## config.mk

```make
export PLATFORM = sky130hd
export DESIGN_NAME = lfsr_stream_gen
export DESIGN_NICKNAME = d
export VERILOG_FILES = /design/src/rtl/lfsr_stream_gen.sv
export SDC_FILE = /design/constraint.sdc
export NUM_CORES = 1
export LEC_CHECK = 0
export CELL_PAD_IN_SITES_DETAIL_PLACEMENT = 1
export CELL_PAD_IN_SITES_GLOBAL_PLACEMENT = 1
export CORE_MARGIN = 10
export CORE_UTILIZATION = 33
export DETAILED_ROUTE_END_ITERATION = 8
export PLACE_DENSITY_LB_ADDON = 0.05
export REMOVE_ABC_BUFFERS = 1
export SLEW_MARGIN = 5
export SYNTH_ARGS = -nofsm -noshare
export SYNTH_HDL_FRONTEND = slang
export SYNTH_SLANG_ARGS = --single-unit
```

## constraint.sdc

```tcl
create_clock -name clk -period 1.35 [get_ports clk]
set_clock_uncertainty 0.05 [all_clocks]
set_input_delay 0.135 -clock clk [delete_from_list [all_inputs] [get_ports clk]]
set_output_delay 0.135 -clock clk [all_outputs]
set_load 0.01 [all_outputs]
```

## src/rtl/lfsr_stream_gen.sv

```systemverilog
`default_nettype none
// +--------------------------------------------------------------------------+
// | lfsr_stream_gen: Fibonacci XNOR LFSR pattern stream with valid/ready,     |
// | period-wrap pulse and lock-up flag. Option: LFSR_LOCKUP_RECOVER_EN.       |
// | Revision: 1.0                                                            |
// +--------------------------------------------------------------------------+
module lfsr_stream_gen #(
   parameter int               WIDTH = 4,
   parameter logic [WIDTH-1:0] TAPS  = 4'b1100,
   parameter logic [WIDTH-1:0] SEED  = '0
) (
   input  logic             clk,
   input  logic             rst,
   input  logic             en,
   input  logic             load,
   input  logic [WIDTH-1:0] seed_in,
   input  logic             out_ready,
   output logic             out_valid,
   output logic [WIDTH-1:0] out,
   output logic             wrap,
   output logic             locked
);

   // Last count value of a full period, 2^WIDTH-2
   localparam logic [WIDTH-1:0] c_CNT_LAST = {{(WIDTH-1){1'b1}}, 1'b0};

   logic [WIDTH-1:0] r_s;
   logic [WIDTH-1:0] r_cnt;
   logic             r_valid;
   logic             r_wrap;
   logic             w_fb;
   logic [WIDTH-1:0] w_next;
   logic             w_adv;

   assign w_fb   = ~^(r_s & TAPS);
   assign w_next = {r_s[WIDTH-2:0], w_fb};
   assign w_adv  = r_valid & out_ready & en & ~load;

   assign out       = r_s;
   assign out_valid = r_valid;
   assign wrap      = r_wrap;
   assign locked    = &r_s;

   always_ff @(posedge clk or negedge rst) begin
      if (!rst) begin
         r_s     <= SEED;
         r_cnt   <= '0;
         r_valid <= 1'b0;
         r_wrap  <= 1'b0;
      end else if (load) begin
         r_s     <= seed_in;
         r_cnt   <= '0;
         r_valid <= 1'b0;
         r_wrap  <= 1'b0;
      end else begin
         r_valid <= en;
         r_wrap  <= 1'b0;
         if (w_adv) begin
`ifdef LFSR_LOCKUP_RECOVER_EN
            if (locked) begin
               r_s   <= SEED;
               r_cnt <= '0;
            end else begin
               r_s <= w_next;
               if (r_cnt == c_CNT_LAST) begin
                  r_cnt  <= '0;
                  r_wrap <= 1'b1;
               end else begin
                  r_cnt <= r_cnt + 1'b1;
               end
            end
`else
            // All-ones feeds back a one, so the lock-up state persists on its own
            r_s <= w_next;
            if (r_cnt == c_CNT_LAST) begin
               r_cnt  <= '0;
               r_wrap <= 1'b1;
            end else begin
               r_cnt <= r_cnt + 1'b1;
            end
`endif
         end
      end
   end

endmodule
`default_nettype wire

```

==> results of run 1 <==
-- state kept, by name, indices dropped and copies added (netlist names) --
signal,count
wrap,1
out,4
r_cnt,4
out_valid,1
-- cell families after synthesis --
family / share of synthesized area
multiplexers: 0.0197
AO/OA/AOI/OAI: 0.192
buffers and inverters: 0.0884
adder cells (fa/ha/maj): 0.0737
AND/OR/NAND/NOR: 0.135
flip-flops: 0.491
-- power by group --
group          switching [W]  internal (W)
combinational      0.0000541     0.0000684
sequential         0.0000161      0.000316
clock               0.000116      0.000164
total               0.000186      0.000548
-- synthesized netlist by cell type, types with 2 or more instances --
master,instances
nand2_1,5
inv_1,6
dfrtp_1,10
a222oi_1,3
and4b_1,2
o21ai_0,2
buf_6,2
a22oi_1,2
nor2b_1,3
ha_1,3
-- layout by cell type, fill, tap and decap left out, drive strengths merged --
cell / instances
buf: 7
and3: 1
a22oi: 2
a21oi: 1
nand2: 5
a31oi: 1
nand3: 1
clkbuf: 4
ha: 3
dfrtp: 10
o211ai: 1
o21ai: 3
clkdlybuf4s50: 7
dlymetal6s2s: 2
dlygate4sd2: 5
inv: 6
a222oi: 3
mux2i: 1
and4b: 2
nor2b: 3
o31ai: 1
-- per-stage QoR --
| step | setup slack [ns] | total power [W] | utilization | area, sq um | setup TNS [ns] |
|---|---|---|---|---|---|
| 3_5_place_dp | -0.205 | 0.000471 | 0.471 | 702 | -1.38 |
| 3_3_place_gp | -0.137 | 0.000464 | 0.471 | 702 | -0.838 |
| 5_1_grt | -0.0127 | 0.000778 | 0.502 | 747 | -0.0127 |
| 4_1_cts | 0.00498 | 0.000740 | 0.488 | 727 | 0 |
| 6_report | 0.0416 | 0.000734 | 0.502 | 747 | 0 |
| 2_1_floorplan | 0.176 | 0.000373 | - | 487 | 0 |
-- layout make-up --
| type | instances | area share |
|---|---|---|
| Sequential cell | 10 | 0.335 |
| Timing Repair Buffer | 21 | 0.261 |
| Inverter | 6 | 0.0302 |
| Clock buffer | 4 | 0.0486 |
| Tap cell | 16 | 0.0268 |
| Multi-Input combinational cell | 28 | 0.298 |
-- layer usage --
metal | global-route usage | vias up
met3 | 0.0365 | 4
met2 | 0.147 | 19
met4 | 0.0590 | 0
met5 | 0 | -
li1 | - | 214
met1 | 0.0933 | 222
-- path summary, 6_finish.rpt --
check                           startpoint         to  slack [ns]  cells after the start
max in group asynchronous              rst   r_cnt[2]        0.81                      1
worst min register to register      out[1]     out[2]        0.52                      2
worst max register to register    r_cnt[0]   r_cnt[2]        0.06                      4
worst max-delay path                out[3]     locked        0.04                      3
min in group asynchronous              rst   r_cnt[1]        0.13                      1
worst min-delay path                  load  out_valid        0.09                      2
-- repair_timing --
| item | CTS | global route |
|---|---|---|
| endpoints found under the setup margin | 6 | 4 |
| pin swaps | 0 | 3 |
| gates resized for setup | 9 | 6 |
==> impl_metrics.env, run 1 <==
export IMPL_io_pins=16
export IMPL_synth_area_sq_um=509
export IMPL_gp_congestion=0.800
export IMPL_wl_per_cell_um=17.1
export IMPL_path_cells="ha_2 > and3_4 > buf_6"
export IMPL_grt_pass1_wl_um=2420
export IMPL_syn_inst=46
export IMPL_wl_met3_um=137
export IMPL_yosysWarnings=0
export IMPL_core_area_sq_mm=0.00149
export IMPL_drc=0
export IMPL_ys_types=18
export IMPL_grt_usage=0.0904
export IMPL_async_flop_share=1.00
export IMPL_synthFlopType="dfrtp_1"
export IMPL_nets=82
export IMPL_critPathBufInv=1
export IMPL_maxCapViolCount=0
export IMPL_h_tree_depth=1
export IMPL_rsz0062_at_grt="yes"
export IMPL_power_leakage_nw=0.387
export IMPL_max_freq_mhz=764
export IMPL_final_antenna_net_count=0
export IMPL_outcome="complete, no violations"
export IMPL_max_slew_margin_rel=0.693
export IMPL_syn_area_per_cell_sq_um=11.1
export IMPL_place_hpwl_um=1180
export IMPL_numCtsBuffers=3
export IMPL_regArea_sq_um=250
export IMPL_wl_met2_um=701
export IMPL_clock_latency_ns=0.27
export IMPL_fin_cells=85
export IMPL_cts_tree="built"
export IMPL_synth_area_leaders="dfrtp_1, ha_1, a222oi_1"
export IMPL_hp_class="primary input to flop"
export IMPL_peakVddDrop_v=0.000552
export IMPL_vias=459
export IMPL_tightestPinTransition_ns=0.459
export IMPL_die_area_sq_mm=0.00351
export IMPL_overflow=0
export IMPL_die_height_um=59.3
export IMPL_cts_buffer_depth=2
export IMPL_setup_viol=0
export IMPL_routed_wl_um=1450
export IMPL_drt_first_iter_violations=14
export IMPL_fp_row_count=14
export IMPL_critPathLaunchType="flop"
export IMPL_dr_pass1_iters=5
export IMPL_dr_max_layer_used="met4"
export IMPL_slowest_stage="dfrtp_1"
export IMPL_synth_top_area_share=0.491
export IMPL_yosysTopAreaCell="dfrtp_1"
export IMPL_post_drt_via_cell_ratio=5.40
export IMPL_grt_pass1_vias=533
export IMPL_crit_required_ns=1.16
export IMPL_grt_max_degree=11
export IMPL_cp_max_fo=2
export IMPL_ys_seq_area_frac=0.491
export IMPL_post_cts_repair_setup_buffers=0
export IMPL_fillerInstances=169
export IMPL_p_per_area_mw_per_mm2=983
export IMPL_syn2layout_area_growth_pct=46.7
export IMPL_grt_antenna_before_repair=0
export IMPL_end_kind="output pin"
export IMPL_clkSinkCount=10
export IMPL_slew_viol_final=0
export IMPL_clkTransAtPathRegs_ns=0.07
export IMPL_num_antenna_cells=0
export IMPL_path_class="flop to output pin"
export IMPL_worst_endpoint_arrival_ns=1.12
export IMPL_period_minus_slack_ns=1.31
export IMPL_drive_gt1_frac=0.232
export IMPL_synth_edf_count=0
export IMPL_cts_root_buf="clkbuf_4"
export IMPL_max_stage_delay_ns=0.39
export IMPL_ys_ff_latch=10
export IMPL_wl_met1_um=591
export IMPL_io_buffers=15
export IMPL_die_width_um=59.3
export IMPL_placed_cells=81
export IMPL_cts_hold_fix_buffers=0
export IMPL_crit_family="flip-flops"
export IMPL_multi_input_area_sq_um=223
export IMPL_holdWs_ns=0.0917
export IMPL_finalHoldViolCount=0
export IMPL_period_share=0.969
export IMPL_start_util=0.342
(Power assumes the default switching activity.)
==> run 2, diff against run 1 <==
--- a/config.mk
+++ b/config.mk
@@ -12,7 +12,9 @@
 export DETAILED_ROUTE_END_ITERATION = 8
 export PLACE_DENSITY_LB_ADDON = 0.05
 export REMOVE_ABC_BUFFERS = 1
+export SKIP_CTS_REPAIR_TIMING = 1
 export SLEW_MARGIN = 5
 export SYNTH_ARGS = -nofsm -noshare
 export SYNTH_HDL_FRONTEND = slang
 export SYNTH_SLANG_ARGS = --single-unit
+export TNS_END_PERCENT = 1
==> run 2 against run 1 <==
Wire length grew 0.62%. Clock power hardly changed. Largest power group unchanged. Global-route usage decreased by 0.086 points. Hold slack improved by 0.033 ns.
==> impl_metrics.env, run 2 (synthesis gave the netlist of run 1 again) <==
export IMPL_nets=82
export IMPL_die_area_sq_mm=0.00351
export IMPL_holdWs_ns=0.125
export IMPL_critPathLaunchType="flop"
export IMPL_rsz0062_at_grt="yes"
export IMPL_cts_tree="built"
export IMPL_h_tree_depth=1
export IMPL_grt_usage=0.0896
export IMPL_power_leakage_nw=0.426
export IMPL_p_per_area_mw_per_mm2=985
export IMPL_rrSetupSlack_ns=0.07
export IMPL_die_height_um=59.3
export IMPL_vias=455
export IMPL_grt_pass1_vias=527
export IMPL_routed_wl_um=1460
export IMPL_final_area_sq_um=749
export IMPL_grt_max_degree=11
export IMPL_slew_viol_final=0
export IMPL_cts_root_buf="clkbuf_4"
export IMPL_clock_power_share=0.380
export IMPL_drc=0
export IMPL_peakVddDrop_v=0.000555
export IMPL_setup_ws_ns=0.0286
export IMPL_dpl_cell_area_sq_um=702
export IMPL_end_kind="output pin"
export IMPL_setup_viol=0
export IMPL_power_total_w=0.000738
export IMPL_start_util=0.342
export IMPL_clkSinkCount=10
export IMPL_core_area_sq_mm=0.00149
export IMPL_power_frac_comb=0.172
export IMPL_crit_required_ns=1.16
export IMPL_worst_endpoint_arrival_ns=1.14
export IMPL_finalHoldViolCount=0
export IMPL_maxCapViolCount=0
export IMPL_period_minus_slack_ns=1.32
export IMPL_tightestPinTransition_ns=0.457
export IMPL_p_sw_w=0.000185
export IMPL_outcome="complete, no violations"
export IMPL_intPower_w=0.000553
export IMPL_place_hpwl_um=1180
export IMPL_overflow=0
export IMPL_final_cell_mix="dfrtp_1, clkdlybuf4s50_1, inv_1, dlymetal6s2s_1, buf_4"
export IMPL_fp_row_count=14
export IMPL_cts_buffer_depth=2
export IMPL_drt_first_iter_violations=14
export IMPL_io_pins=16
export IMPL_grt_pass1_wl_um=2390
export IMPL_drive_gt1_frac=0.203
export IMPL_max_freq_mhz=757
export IMPL_switching_share=0.251
export IMPL_wl_per_cell_um=17.2
export IMPL_p_seq_frac=0.448
export IMPL_cp_max_fo=2
export IMPL_die_width_um=59.3
export IMPL_gp_congestion=0.800
export IMPL_max_slew_margin_rel=0.695
export IMPL_post_drt_via_cell_ratio=5.35
export IMPL_dpl_worst_slack_ns=-0.205
export IMPL_final_antenna_net_count=0
export IMPL_io_buffers=15
export IMPL_num_antenna_cells=0
export IMPL_dr_pass1_iters=4
export IMPL_hp_class="primary input to async pin"
export IMPL_grt_antenna_before_repair=0
export IMPL_syn2layout_area_growth_pct=47.2
export IMPL_path_class="flop to output pin"
export IMPL_numCtsBuffers=3
export IMPL_period_share=0.979
export IMPL_clock_latency_ns=0.27
export IMPL_clkTransAtPathRegs_ns=0.07
export IMPL_final_common_cell="dfrtp_1"
## run 2: through the flow
step | std cells | utilization | setup TNS (ns)
6_report | 85 | 0.503 | 0
5_1_grt | 85 | 0.503 | -0.0529
4_1_cts | 85 | 0.496 | -0.790
3_5_place_dp | 81 | 0.471 | -1.38
3_3_place_gp | 81 | 0.471 | -0.838
2_1_floorplan | 44 | - | 0
## run 2: power groups by stage
stage | clock network [W] | registers, W | logic (W)
floorplan | 0 | 0.000343 | 0.0000305
global placement | 0 | 0.000336 | 0.000128
detailed placement | 0 | 0.000337 | 0.000134
CTS | 0.000287 | 0.000332 | 0.000135
global route | 0.000305 | 0.000334 | 0.000141
finish | 0.000281 | 0.000331 | 0.000127
## run 2: critical path, stage by stage (launching register included)
cell and delay [ns]:
dfrtp_1 0.38, ha_1 0.19, and3_1 0.17, clkbuf_2 0.12
## run 2: worst paths after layout
kind,from,depth (start not counted),to
min reg2reg,r_cnt[0],1,r_cnt[0]
max reg2reg,r_cnt[0],4,r_cnt[2]
min in group clk,seed_in[1],3,out[1]
max,out[2],3,locked
min,rst,1,r_cnt[1]
max in group asynchronous,rst,1,r_cnt[0]
## run 2: cell type report
class / instances / area, sq um
Sequential cell: 10 / 251
Tap cell: 16 / 20.0
Inverter: 6 / 22.5
Fill cell: 164 / 739
Multi-Input combinational cell: 28 / 214
Clock buffer: 4 / 36.3
Timing Repair Buffer: 21 / 205
## run 2: routing by layer
layer | track usage | up-vias | wire, um
li1 | - | 213 | -
met1 | 0.0933 | 222 | 640
met2 | 0.147 | 16 | 694
met3 | 0.0322 | 4 | 105
met4 | 0.0590 | 0 | 23
met5 | 0 | - | 0
==> edit (config.mk and constraints of run 2) <==
Reset style: synchronous (`rst`), changed in one clocked block.
--- a/src/rtl/lfsr_stream_gen.sv
+++ b/src/rtl/lfsr_stream_gen.sv
@@ -41,7 +41,7 @@
    assign wrap      = r_wrap;
    assign locked    = &r_s;
 
-   always_ff @(posedge clk or negedge rst) begin
+   always_ff @(posedge clk) begin
       if (!rst) begin
          r_s     <= SEED;
          r_cnt   <= '0;
Function: differs if rst is asserted again (counterexample within 4 cycles, from zero or initial values and one cycle with rst low); with rst held inactive, the same outputs for 10 cycles.
==> edit against run 2 <==
Count of clock-buffer cells in the layout is the same; sequential power shrank 5%; synthesized area shrank 11%; design area grew 0.83%; synthesized cell count grew 15%; wire length grew 3.2%; sequential cell count is the same; clock power is essentially flat; power shrank 5.7%; cell count grew 15%; setup slack gained 32 ps.
==> edit: results (changes against run 2) <==
[routing]
drt_wl_total_um = 1510  ; +3.2%
drt_iter0_drc = 4  ; -10
viasPerCell = 5.43  ; +1.4%

[sta]
fin_crit_sh_pct = 95.5  ; -2.4 points

[hold_path]
hp-class = input pin to flop

[setup_path]
path_max_fanout = 1  ; -1
critPathTopFamily = buffers and inverters
reg2reg_from = r_cnt[1]
cpPeakStageDelay_ps = 520  ; +140 ps
r2r_slack_ps = 120  ; +50 ps
r2r_end = r_cnt[2]

[global_route]
grt_pass1_wl_um = 2590  ; +8.7%
grt_pass1_vias = 586  ; +11%
grt_use_total_pct = 9.69  ; +0.73 points
grt_max_degree = 9  ; -2

[synthesis]
synth-compound-area-share_pct = 21.2  ; +2.0 points
synth_cells = 53  ; +15%
synthAdderAreaFrac_pct = 2.75  ; -4.6 points
synth_mux_area_share_pct = 0  ; -2.0 points
synthTopCellsByArea = dfxtp_1, nand2_1, o21ai_0
yosysSeqAreaShare_pct = 44.0  ; -5.2 points
synth.distinct_cells = 21  ; +3
synthArstFlopShare_pct = 0  ; -100 points

[place]
gp_congestion = 0.777  ; -2.8%
placed_cell_area_um2 = 709  ; +1.1%
post-place-ws_ps = -187  ; +18.5 ps
dp_hpwl_um = 1220  ; +3.7%

[layout]
stdcell_count = 98  ; +15%
nets = 94  ; +15%

[outcome]
status = finished, final reports clean

[power_and_ir_drop]
p_leak_nw = 0.358  ; -16%

==> edit: cell types whose count changed in the layout (fill, tap and decap cells not counted), sizes merged, moves of 3 or more <==
cell,before,now
a21oi,1,4
a222oi,3,0
buf,6,12
dfrtp,10,0
dfxtp,0,10
inv,6,1
nand2,5,10
nor2b,3,0
==> edit: worst min-delay path by stage <==
stage / start / endpoint / slack (ps)
after detailed placement: out[1] / out[2] / 460
after global routing: seed_in[0] / out[0] / 430
after floorplan: rst / out[1] / 220
after global placement: out[1] / out[1] / 440
final: seed_in[0] / out[0] / 390
after CTS: seed_in[0] / out[0] / 400
==> edit: cells by family after synthesis <==
group	Yosys count
AND/OR/NAND/NOR	24
adder cells (fa/ha/maj)	1
AO/OA/AOI/OAI	16
buffers and inverters	2
flip-flops	10
==> edit: report_power, final <==
group / leakage [nW] / internal [mW] / switching (mW)
registers: 0.0824 / 0.305 / 0.00784
clock network: 0.0210 / 0.164 / 0.116
logic: 0.254 / 0.0617 / 0.0412
==> edit: per-layer routing <==
metal	GRT usage (%)	wire length, µm
met1	10.1	646
met5	0	0
met4	4.03	8
met2	16.7	760
met3	3.98	95
==> edit: cell type report <==
| class | instances | area, µm² |
|---|---|---|
| clock buffer | 4 | 36.3 |
| inverter | 1 | 3.75 |
| fill | 159 | 546 |
| multi-input combinational | 41 | 246 |
| timing repair buffer | 27 | 248 |
| tap | 15 | 18.8 |
| sequential | 10 | 203 |
